**src/rtl/adder_pkg.sv**
```systemverilog
// Shared constants, the pipeline stage record and the segment-count helper
// for the pipelined ripple-carry adder.
package adder_pkg;

  localparam int DEFAULT_WIDTH = 16;
  localparam int DEFAULT_SLICE = 4;
  // Stage records are sized for the widest supported operand; the top uses the low WIDTH bits.
  localparam int MAX_WIDTH     = 64;

  typedef struct packed {
    logic                 valid;
    logic [MAX_WIDTH-1:0] sum;
    logic [MAX_WIDTH-1:0] a;
    logic [MAX_WIDTH-1:0] b;
    logic                 carry;
  } stage_t;

  function automatic int num_segments(input int width, input int slice);
    return width / slice;
  endfunction

endpackage

```
**src/rtl/adder_slice.sv**
```systemverilog
// Combinational SLICE-bit ripple-carry slice built from full adders.
module adder_slice
  import adder_pkg::*;
#(
  parameter int SLICE = DEFAULT_SLICE
) (
  input  logic [SLICE-1:0] A,
  input  logic [SLICE-1:0] B,
  input  logic             Cin,
  output logic [SLICE-1:0] S,
  output logic             Cout
);

  logic [SLICE:0] c;

  assign c[0] = Cin;

  for (genvar i = 0; i < SLICE; i++) begin : g_fa
    assign S[i]   = A[i] ^ B[i] ^ c[i];
    assign c[i+1] = (A[i] & B[i]) | (c[i] & (A[i] ^ B[i]));
  end

  assign Cout = c[SLICE];

endmodule

```
**src/rtl/pipelined_ripple_adder.sv**
```systemverilog
// Pipelined ripple-carry adder/subtractor, one SLICE-bit slice per stage.
// Define PIPE_ADDER_OVF_EN to add the registered signed-overflow output V.
module pipelined_ripple_adder
  import adder_pkg::*;
#(
  parameter int WIDTH = DEFAULT_WIDTH,
  parameter int SLICE = DEFAULT_SLICE
) (
  input  logic             Clk,
  input  logic             Reset_n,
  input  logic             in_valid,
  output logic             in_ready,
  input  logic [WIDTH-1:0] A,
  input  logic [WIDTH-1:0] B,
  input  logic             cin,
  input  logic             sub,
  output logic             out_valid,
  input  logic             out_ready,
  output logic [WIDTH-1:0] S,
  output logic             cout
`ifdef PIPE_ADDER_OVF_EN
  ,
  output logic             V
`endif
);

  localparam int NSEG = num_segments(WIDTH, SLICE);

  if ((WIDTH % SLICE) != 0 || WIDTH > MAX_WIDTH) begin : g_bad_cfg
    $error("pipelined_ripple_adder: WIDTH must be a multiple of SLICE and at most MAX_WIDTH");
  end

  // Handshake: a transfer happens on any rising edge where valid && ready;
  // valid never waits on ready, and in_ready depends on out_ready only through
  // the advance chain, so a full pipe accepts and emits in the same cycle.
  stage_t           st_q   [NSEG];
  stage_t           src    [NSEG];
  stage_t           nxt    [NSEG];
  logic [SLICE-1:0] seg_a  [NSEG];
  logic [SLICE-1:0] seg_b  [NSEG];
  logic             seg_ci [NSEG];
  logic [SLICE-1:0] seg_s  [NSEG];
  logic             seg_co [NSEG];
  logic [NSEG-1:0]  adv;

  always_comb begin
    src[0]       = '0;
    src[0].valid = in_valid;
    src[0].a     = MAX_WIDTH'(A);
    src[0].b     = MAX_WIDTH'(sub ? ~B : B);
    src[0].carry = sub | cin;
    for (int k = 1; k < NSEG; k++) src[k] = st_q[k-1];
  end

  always_comb begin
    for (int k = 0; k < NSEG; k++) begin
      seg_a[k]  = src[k].a[k*SLICE +: SLICE];
      seg_b[k]  = src[k].b[k*SLICE +: SLICE];
      seg_ci[k] = src[k].carry;
    end
  end

  for (genvar k = 0; k < NSEG; k++) begin : g_seg
    adder_slice #(.SLICE(SLICE)) u_slice (
      .A    (seg_a[k]),
      .B    (seg_b[k]),
      .Cin  (seg_ci[k]),
      .S    (seg_s[k]),
      .Cout (seg_co[k])
    );
  end

  // Bubbles load as all-zero records so S/cout read 0 whenever nothing is in flight.
  always_comb begin
    for (int k = 0; k < NSEG; k++) begin
      nxt[k] = '0;
      if (src[k].valid) begin
        nxt[k]                        = src[k];
        nxt[k].sum[k*SLICE +: SLICE]  = seg_s[k];
        nxt[k].carry                  = seg_co[k];
      end
    end
  end

  always_comb begin
    adv         = '0;
    adv[NSEG-1] = !st_q[NSEG-1].valid || out_ready;
    for (int k = NSEG - 2; k >= 0; k--) adv[k] = !st_q[k].valid || adv[k+1];
  end

  always_ff @(posedge Clk or negedge Reset_n) begin
    if (!Reset_n) begin
      for (int k = 0; k < NSEG; k++) st_q[k] <= '0;
    end else begin
      for (int k = 0; k < NSEG; k++) begin
        if (adv[k]) st_q[k] <= nxt[k];
      end
    end
  end

  assign in_ready  = adv[0];
  assign out_valid = st_q[NSEG-1].valid;
  assign S         = st_q[NSEG-1].sum[WIDTH-1:0];
  assign cout      = st_q[NSEG-1].carry;

`ifdef PIPE_ADDER_OVF_EN
  logic v_q;
  logic msb_carry_in;

  // The full-adder sum bit reveals the carry that entered the MSB.
  assign msb_carry_in = seg_a[NSEG-1][SLICE-1] ^ seg_b[NSEG-1][SLICE-1] ^ seg_s[NSEG-1][SLICE-1];

  always_ff @(posedge Clk or negedge Reset_n) begin
    if (!Reset_n) begin
      v_q <= 1'b0;
    end else if (adv[NSEG-1]) begin
      v_q <= src[NSEG-1].valid & (msb_carry_in ^ seg_co[NSEG-1]);
    end
  end

  assign V = v_q;
`endif

endmodule

```
**config.mk**
```make
export PLATFORM = sky130hd
export DESIGN_NAME = pipelined_ripple_adder
export DESIGN_NICKNAME = d
export VERILOG_FILES = /design/src/rtl/adder_pkg.sv /design/src/rtl/adder_slice.sv /design/src/rtl/pipelined_ripple_adder.sv
export SDC_FILE = /design/constraint.sdc
export NUM_CORES = 1
export LEC_CHECK = 0
export BUFFER_PORTS_ARGS = -buffer_cell sky130_fd_sc_hd__buf_2
export CAP_MARGIN = 10
export CORE_ASPECT_RATIO = 0.9
export CORE_MARGIN = 2
export CORE_UTILIZATION = 48
export DETAILED_ROUTE_END_ITERATION = 6
export GPL_ROUTABILITY_DRIVEN = 0
export PLACE_DENSITY_LB_ADDON = 0.05
export REMOVE_ABC_BUFFERS = 1
export SYNTH_ARGS = -nofsm -noshare
export SYNTH_HDL_FRONTEND = slang
export SYNTH_SLANG_ARGS = --single-unit
```
**constraint.sdc**
```tcl
create_clock -name Clk -period 3.4 [get_ports Clk]
set_clock_uncertainty 0.1 [all_clocks]
set_input_delay 0.68 -clock Clk [delete_from_list [all_inputs] [get_ports Clk]]
set_output_delay 0.68 -clock Clk [all_outputs]
set_load 0.01 [all_outputs]
```
==> run summary, run 1 <==
Crit path cell chain: buf_2 -> or2_2 -> fa_1 -> fa_1 -> inv_1 -> fa_1 -> inv_1 -> fa_1 -> nand2_1 -> o21ai_1
Core area: 0.009042 sq mm
Routed WL per cell: 12.05 um
Crit Path Max Fanout: 7
Total die area: 0.009997 sq mm
Max-slew violations: 0
Non-Filler Instances: 637
Setup bufs post-CTS: 0
Via/cell ratio: 4.662
Port bufs: 56
Final hold slack: 278.4 ps
First-pass GRT wire length: 13720 um
# IOs: 57
Pwr Total: 0.002464 W
Reg area: 0.002402 sq mm
# DRC: 0
Post-synth top area cell: dfrtp_1
Die Span X: 105.2 um
Worst Path Arrival: 2950 ps
Placed insts: 621
Mapped Area: 0.004422 sq mm
Initial DRC Count: 144
Most common cell after layout, fill and taps aside: nand2_1
Synth top area cells: dfrtp_1 (54%), nand2_1 (12%), fa_1 (7.2%), nand3_1 (7.1%), o21ai_1 (3.3%)
Setup violations, final: 0
Clk sink count: 96
Final TNS setup: 0 ps
Synth cell types: 22
Mapped Avg Cell Area: 9.348 sq um
H-tree levels: 3
Drt total wl: 7675 um
Commonest cells after routing, fill and taps aside: nand2_1 (146), dfrtp_1 (96), nand3_1 (63)
Number of synthesized register bits: 96
Num rows: 33
CTS tree: done
Post-CTS resize count: 0
Tot GR Track Use: 17.28%
Area share of the largest cell type after synthesis: 54.33%
CP startpoint kind: input pin
Hold_buf cts: 0
Vias in the first global route: 2933
Detailed Place HPWL: 5145 um
Clock Latency Late Sink: 350 ps
Syn Inst Count: 473
RSZ-0062 raised after global routing: no
Die height: 95.06 um
Final worst path period share: 81.37%
Nets: 564
Endpoint class of the critical path: register
Initial core utilization: 48.90%
Share of cells above drive strength 1: 15.73%
Minimum clock period: 2766 ps
Via count: 2970
P_leak: 2.438 nW
Fmax: 361.5 MHz
Final instance area: 0.004901 sq mm
Filler instances: 914
DR pass1 iterations: 4
CTS buffer count: 9
Hold Path Class: in -> async
Reg clk slew, reported paths: 90 ps
Endpoints failing hold: 0
Syn. warnings: 0
Slew @ Worst Pin: 962.9 ps
Most frequent CP cell: fa_1
CP Data Required Time: 3580 ps
Largest stage delay, worst path: 490 ps
Gr ovfl total: 0
Max Cap Viol: 0
Outcome: complete, no violations
Cell Pwr Density: 502.8 mW/mm^2
Area delta synth->final: 10.84%
Multi-input logic area: 0.001745 sq mm
Diode count: 0
Post-route ant nets: 0
Initial antenna violation count: 0
Placed Area: 0.004727 sq mm
Seq/Total Area, Yosys: 54.33%
CTS max path bufs: 2
Largest net degree at the start of global routing: 81
Clk root buf: clkbuf_8
Slew HR: 35.67%
WS Path Type: in -> reg
Peak VDD IR: 0.2309 mV
CP max-delay cell: fa_1
## cell usage after synthesis, drive strengths merged
master and n:
nand2 146, dfrtp 96, nand3 63, o21ai 56, buf 26, inv 25, fa 16, xor2 15
clkbuf 9, nand2b 9, nand3b 5, or2 2, and2 1, and3b 1, and4b 1, nor2b 1
xnor2 1
## final timing paths
check	from	slack [ps]	cells past startpoint	to
min	Reset_n	280	1	S[8]
max reg2reg	seg_ci[1]	950	8	src[140]
min reg2reg	S[2]	360	2	S[2]
max in group asynchronous	Reset_n	2250	2	src[273]
min in group Clk	S[2]	360	2	S[2]
max	sub	630	10	src[520]
## registers in the layout, indices dropped and copies added, names as in the netlist
signal and flops:
S 16, cout 1, out_valid 1, seg_a 12, seg_b 12, seg_ci 3, src 51
## cell families after synthesis
family / count (synthesis) / synth area share [%]
AOI/OAI and AO/OA: 56 / 6.338
xor gates and xnor gates: 16 / 3.169
DFF: 96 / 54.33
buffers and inverters: 60 / 6.225
adders and majority gates: 16 / 7.244
and+or+nand+nor: 229 / 22.69
## per-stage QoR
stage	setup slack, ps	utilization, %
4_1_cts	616.0	54.20
6_report	633.6	54.20
3_3_place_gp	295.3	52.28
3_5_place_dp	245.3	52.28
2_1_floorplan	-52.04	-
5_1_grt	503.3	54.20
## cell type report
cell class | instances | area share, %
Sequential cell | 96 | 49.02
Multi-Input combinational cell | 317 | 35.61
Timing Repair Buffer | 61 | 6.791
Tap cell | 122 | 3.115
Clock buffer | 11 | 2.885
Inverter | 25 | 1.915
Clock inverter | 5 | 0.6638
## metal layers
metal / global-route usage [%] / wire length [um] / up-vias
li1: - / - / 1570
met1: 25.02 / 4070 / 1332
met2: 26.68 / 3245 / 62
met3: 3.418 / 287 / 6
met4: 5.333 / 71 / 0
met5: 0 / 0 / -
## where the power goes
part	internal (W)	switching (W)
Combinational	0.000163	0.000260
Sequential	0.00129	0.0000897
Clock	0.000284	0.000376
Total	0.00174	0.000726
## critical path, delay by kind of cell
family                   cells  cell delay [ps]
AND/OR/NAND/NOR              2              370
buffers and inverters        3              280
adder cells (fa/ha/maj)      4             1480
AO/OA/AOI/OAI                1              120
Note: power is estimated with default switching activity, not from simulation.
==> run 2, diff against run 1 <==
==> constraint.sdc (replaced) <==
create_clock -name Clk -period 2.64 [get_ports Clk]
set_clock_uncertainty 0.1 [all_clocks]
set_input_delay 0.528 -clock Clk [delete_from_list [all_inputs] [get_ports Clk]]
set_output_delay 0.528 -clock Clk [all_outputs]
set_load 0.01 [all_outputs]
==> run 2 against run 1 <==
Net effect: via count rose by 2.2%; cell area rose by 1.1%; routed wire length grew 2.9%; non-clock buffer count increased by 6; critical path type unchanged; setup slack got worse by 490 ps; cell count is 0.94% higher; first-iteration DRC count is 7.6% lower; clock-buffer cell count unchanged; die area unchanged; largest power group unchanged; global-route usage rose by 0.16 points; critical path depth unchanged; clock power up 28%.
==> run summary, run 2 (synthesized netlist as in run 1, its figures left out) <==
Endpoints failing hold: 0 (unchanged)
Internal Power: 0.002229 W (+28%)
Sequential share of power: 55.9% (-0.2 points)
Vias in the first global route: 2868 (-2.2%)
Clk root buf: clkbuf_8
Detailed Place HPWL: 5273 um (+2.5%)
First-pass GRT wire length: 13860 um (+1.0%)
CP Data Required Time: 2820 ps (-760 ps)
Worst Path Arrival: 2670 ps (-280 ps)
Net Sw Power: 0.0009557 W (+32%)
DR pass1 iterations: 4 (unchanged)
Die Span X: 105.2 um (unchanged)
Via/cell ratio: 4.719 (+1.2%)
Worst slack, placed: -287.1 ps (-532.4 ps)
Via count: 3034 (+2.2%)
Slew HR: 56.66% (+21 points)
CP startpoint kind: input pin
Clock Latency Late Sink: 350 ps (about the same)
CP max-delay cell: fa_1
Drt total wl: 7895 um (+2.9%)
Die height: 95.06 um (unchanged)
Largest stage delay, worst path: 490 ps (about the same)
Most frequent CP cell: fa_1
Max Cap Viol: 0 (unchanged)
Max-slew violations: 0 (unchanged)
Combinational share of power: 17.6% (+0.4 points)
Initial DRC Count: 133 (-7.6%)
CTS max path bufs: 2 (unchanged)
CTS buffer count: 9 (unchanged)
Total die area: 0.009997 sq mm (unchanged)
Gr ovfl total: 0 (unchanged)
Final TNS setup: 0 ps (unchanged)
Tot GR Track Use: 17.44% (+0.16 points)
Diode count: 0 (unchanged)
H-tree levels: 3 (unchanged)
End of the worst register-to-register path: src[140]
P_leak: 2.468 nW (+1.3%)
Num rows: 33 (unchanged)
Commonest cells after routing, fill and taps aside: nand2_1 (146), dfrtp_1 (95), nand3_1 (63)
Initial core utilization: 48.90% (unchanged)
Final worst path period share: 94.40%
Clk sink count: 96 (unchanged)
R2R Setup Slk: 220 ps (-730 ps)
Pwr Total: 0.003185 W (+29%)
Final WS setup: 147.9 ps (-485.7 ps)
Peak VDD IR: 0.2804 mV (+21%)
Cell Pwr Density: 642.5 mW/mm^2 (+28%)
# IOs: 57 (unchanged)
Setup bufs post-CTS: 0 (unchanged)
Area delta synth->final: 12.11%
Most common cell after layout, fill and taps aside: nand2_1
WS Path Type: in -> reg
Crit Path Max Fanout: 2 (-5)
Clock share of power: 26.5% (-0.3 points)
Port bufs: 56 (unchanged)
Post-route ant nets: 0 (unchanged)
Routed WL per cell: 12.28 um (+1.9%)
Minimum clock period: 2492 ps
Switching Share: 30.01% (+0.53 points)
Crit path cell chain: buf_2 -> or2_2 -> fa_2 -> fa_1 -> inv_1 -> fa_1 -> inv_1 -> fa_1 -> nand2_1 -> o21ai_2
Outcome: complete, no violations
Initial antenna violation count: 0 (unchanged)
Largest net degree at the start of global routing: 81 (unchanged)
Core area: 0.009042 sq mm (unchanged)
RSZ-0062 raised after global routing: no
CTS tree: done
Reg clk slew, reported paths: 90 ps (about the same)
# DRC: 0 (unchanged)
FF-to-FF Start: seg_ci[1]
Fmax: 401.3 MHz
Register-to-Register Path Depth: 8 (unchanged)
Endpoint class of the critical path: register
Nets: 570 (+1.1%)
Slew @ Worst Pin: 650.0 ps (-312.9 ps)
Max FFs per register: 51 (unchanged)
Share of cells above drive strength 1: 17.08% (+1.4 points)
Hold Path Class: in -> async
Setup violations, final: 0 (unchanged)
[run 2: changes by cell type in the layout (fill, tap and decap cells not counted), sizes merged]
cell      delta
clkinv       +1
buf          +6
clkinvlp     -1
[run 2: what timing repair did]
action | CTS | global route
hold buffers | 0 | 0
setup endpoints to repair | 0 | 2
gates resized for setup | 0 | 3
[run 2: area by class of cell]
type,instances,area [sq um]
clock buffer,11,131.4
clock inverter,5,33.78
fill,879,4085
inverter,25,93.84
multi-input combinational,317,1752
sequential,96,2404
tap,122,152.6
timing repair buffer,67,390.4
[run 2: power by group through the flow]
| stage | Sequential [W] | Clock [W] | Combinational, W |
|---|---|---|---|
| after floorplan | 0.00183 | 0 | 0.000304 |
| after global placement | 0.00181 | 0 | 0.000563 |
| after detailed placement | 0.00181 | 0 | 0.000573 |
| after CTS | 0.00178 | 0.000873 | 0.000574 |
| after global routing | 0.00181 | 0.000948 | 0.000659 |
| final | 0.00178 | 0.000843 | 0.000561 |
[run 2: worst max-delay path: cells and delay by family]
kind	cells	cell delay, ps
adders and majority gates	4	1420
and+or+nand+nor	2	370
AOI/OAI and AO/OA	1	120
buffers and inverters	3	230
[run 2: per-stage QoR]
stage	cell area [sq um]	hold slack [ps]	util [%]	std cells
floorplan	4240	132.4	-	438
global placement	4785	345.8	52.91	627
CTS	4950	90.68	54.74	643
finish	4957	74.36	54.82	643
detailed placement	4785	350.9	52.91	627
global route	4957	105.1	54.82	643
[run 2: worst max-delay path by stage]
stage | start | endpoint | slack, ps
final | sub | src[520] | 150
after global routing | sub | src[520] | 10
after CTS | sub | src[520] | 90
after detailed placement | sub | src[520] | -290
after global placement | sub | src[520] | -250
after floorplan | src[387] | in_ready | -620
[run 2: layer usage]
metal / vias to the layer above / global-route usage, % / wire length (um)
li1: 1593 / - / -
met1: 1379 / 25.96 / 4133
met2: 60 / 25.81 / 3418
met3: 2 / 3.144 / 302
met4: 0 / 6.333 / 40
met5: - / 0 / 0
==> run 3, diff against run 2 <==
==> constraint.sdc (replaced) <==
create_clock -name Clk -period 2.64 [get_ports Clk]
set_clock_uncertainty 0.1 [all_clocks]
set_input_delay 0.792 -clock Clk [delete_from_list [all_inputs] [get_ports Clk]]
set_output_delay 0.792 -clock Clk [all_outputs]
set_load 0.01 [all_outputs]
==> run 3 against run 2 <==
Net effect: the run now ends with setup timing left; setup slack worse by 150 ps; flip-flop and latch count stayed put; cell area up 1.0%; register-to-register slack barely moved; clock power up 25%; critical path depth grew 1; clock-buffer cell count fell by 1; via count increased by 0.26%; routed wire length down 0.62%; first-iteration DRC count fell by 15%.
==> run summary, run 3 (synthesized netlist as in run 1, its figures left out) <==
Crit path cell chain: buf_2 -> buf_4 -> xor2_1 -> fa_2 -> fa_2 -> inv_2 -> fa_1 -> inv_1 -> fa_1 -> nand2_1 -> o21ai_1
Nets: 571 (+0.18%)
CP Data Required Time: 2830 ps (about the same)
Hold_buf cts: 0 (unchanged)
CTS max path bufs: 2 (unchanged)
Via count: 3042 (+0.26%)
P_leak: 2.492 nW (+0.94%)
Setup violations, final: 1 (+1)
Die height: 95.06 um (unchanged)
Max Cap Viol: 0 (unchanged)
FF-to-FF Start: seg_ci[1]
Clk sink count: 96 (unchanged)
Final instance area: 0.005007 sq mm (+1.0%)
Fmax: 377.9 MHz (-5.8%)
CP max-delay cell: fa_1
Num rows: 33 (unchanged)
Endpoints failing hold: 0 (unchanged)
Routed WL per cell: 12.18 um (-0.77%)
# IOs: 57 (unchanged)
Final worst path period share: 100.2% (+5.8 points)
R2R Setup Slk: 210 ps (about the same)
# DRC: 0 (unchanged)
Initial core utilization: 48.90% (unchanged)
Port bufs: 56 (unchanged)
WS Path Type: in -> reg
Initial DRC Count: 113 (-15%)
Cell Pwr Density: 677.1 mW/mm^2 (+5.4%)
Post-route ant nets: 0 (unchanged)
Share of cells above drive strength 1: 17.43% (+0.35 points)
Core area: 0.009042 sq mm (unchanged)
Largest stage delay, worst path: 490 ps (about the same)
Clk root buf: clkbuf_8
Tot GR Track Use: 17.64% (+0.20 points)
RSZ-0062 raised after global routing: yes
Vias in the first global route: 2992 (+4.3%)
Setup bufs post-CTS: 0 (unchanged)
Worst slack, placed: -548.1 ps (-261.0 ps)
Most common cell after layout, fill and taps aside: nand2_1
CTS buffer count: 9 (unchanged)
Failing checks: setup timing
Final TNS setup: -6.511 ps (-6.511 ps)
Crit Path Max Fanout: 2 (unchanged)
Diode count: 0 (unchanged)
Reg clk slew, reported paths: 100 ps (about the same)
Endpoint class of the critical path: register
Register-to-Register Path Depth: 8 (unchanged)
Total die area: 0.009997 sq mm (unchanged)
Max FFs per register: 51 (unchanged)
End of the worst register-to-register path: src[140]
CTS tree: done
Worst Path Arrival: 2830 ps (+160 ps)
Final WS setup: -6.511 ps (-154.4 ps)
Slew HR: 53.74% (-2.9 points)
First-pass GRT wire length: 14060 um (+1.4%)
Placed Area: 0.004780 sq mm (-0.10%)
Commonest cells after routing, fill and taps aside: nand2_1 (146), dfrtp_1 (96), nand3_1 (63)
DR pass1 iterations: 4 (unchanged)
Via/cell ratio: 4.724 (+0.11%)
Peak VDD IR: 0.3005 mV (+7.2%)
Die Span X: 105.2 um (unchanged)
Hold Path Class: in -> async
Minimum clock period: 2647 ps (+154.4 ps)
Detailed Place HPWL: 5322 um (+0.94%)
Area delta synth->final: 13.24%
Gr ovfl total: 0 (unchanged)
Outcome: finished, violations left
Non-Filler Instances: 644 (+0.16%)
Initial antenna violation count: 0 (unchanged)
CP startpoint kind: input pin
Drt total wl: 7846 um (-0.62%)
H-tree levels: 3 (unchanged)
Max-slew violations: 0 (unchanged)
Clock Latency Late Sink: 360 ps (about the same)
Slew @ Worst Pin: 694.0 ps (+43.93 ps)
Largest net degree at the start of global routing: 81 (unchanged)
Placed insts: 628 (+0.16%)
[run 3: repair_timing]
action | 4_1_cts | 5_1_grt
gates resized for setup | 4 | 0
gates cloned | 0 | 0
setup endpoints to repair | 2 | 1
pin swaps | 2 | 2
[run 3: routing by layer]
metal	part of all wire [%]	GRT usage, %	vias up
met4	0.83	4.000	0
met5	0	0	-
li1	-	-	1585
met1	52	24.66	1386
met3	4.1	4.648	5
met2	44	28.03	66
[run 3: worst max-delay path by stage]
stage / to / start / slack (ps) / cells past startpoint
6_report: src[520] / sub / -7 / 11
5_1_grt: src[520] / sub / -90 / 11
4_1_cts: src[520] / sub / -20 / 10
3_5_place_dp: src[520] / sub / -550 / 10
3_3_place_gp: src[520] / sub / -510 / 10
2_1_floorplan: in_ready / out_ready / -1040 / 3
[run 3: worst max-delay path: cells and delay by family]
family	cells	cell delay, ps
and+or+nand+nor	1	50
AOI/OAI and AO/OA	1	130
xor gates and xnor gates	1	160
buffers and inverters	4	350
adders and majority gates	4	1350
[run 3: layout make-up]
| type | instances | area [sq um] |
|---|---|---|
| clock buffer | 10 | 127.6 |
| inverter | 25 | 93.84 |
| timing repair buffer | 68 | 385.4 |
| sequential | 96 | 2402 |
| tap | 122 | 152.6 |
| fill | 883 | 4035 |
| clock inverter | 6 | 92.59 |
| multi-input combinational | 317 | 1753 |
[run 3: per-stage QoR]
step	power (W)	util [%]	hold slack, ps
5_1_grt	0.003606	55.38	337.4
4_1_cts	0.003445	55.38	320.8
3_5_place_dp	0.002385	52.86	350.5
6_report	0.003391	55.38	318.1
2_1_floorplan	0.002129	-	338.4
3_3_place_gp	0.002365	52.86	345.3
[run 3: report_power, final]
group / switching, W / internal, W / total, W
sequential: 0.000107 / 0.00166 / 0.00177
clock: 0.000511 / 0.000539 / 0.00105
combinational: 0.000348 / 0.000222 / 0.000570
total: 0.000966 / 0.00242 / 0.00339
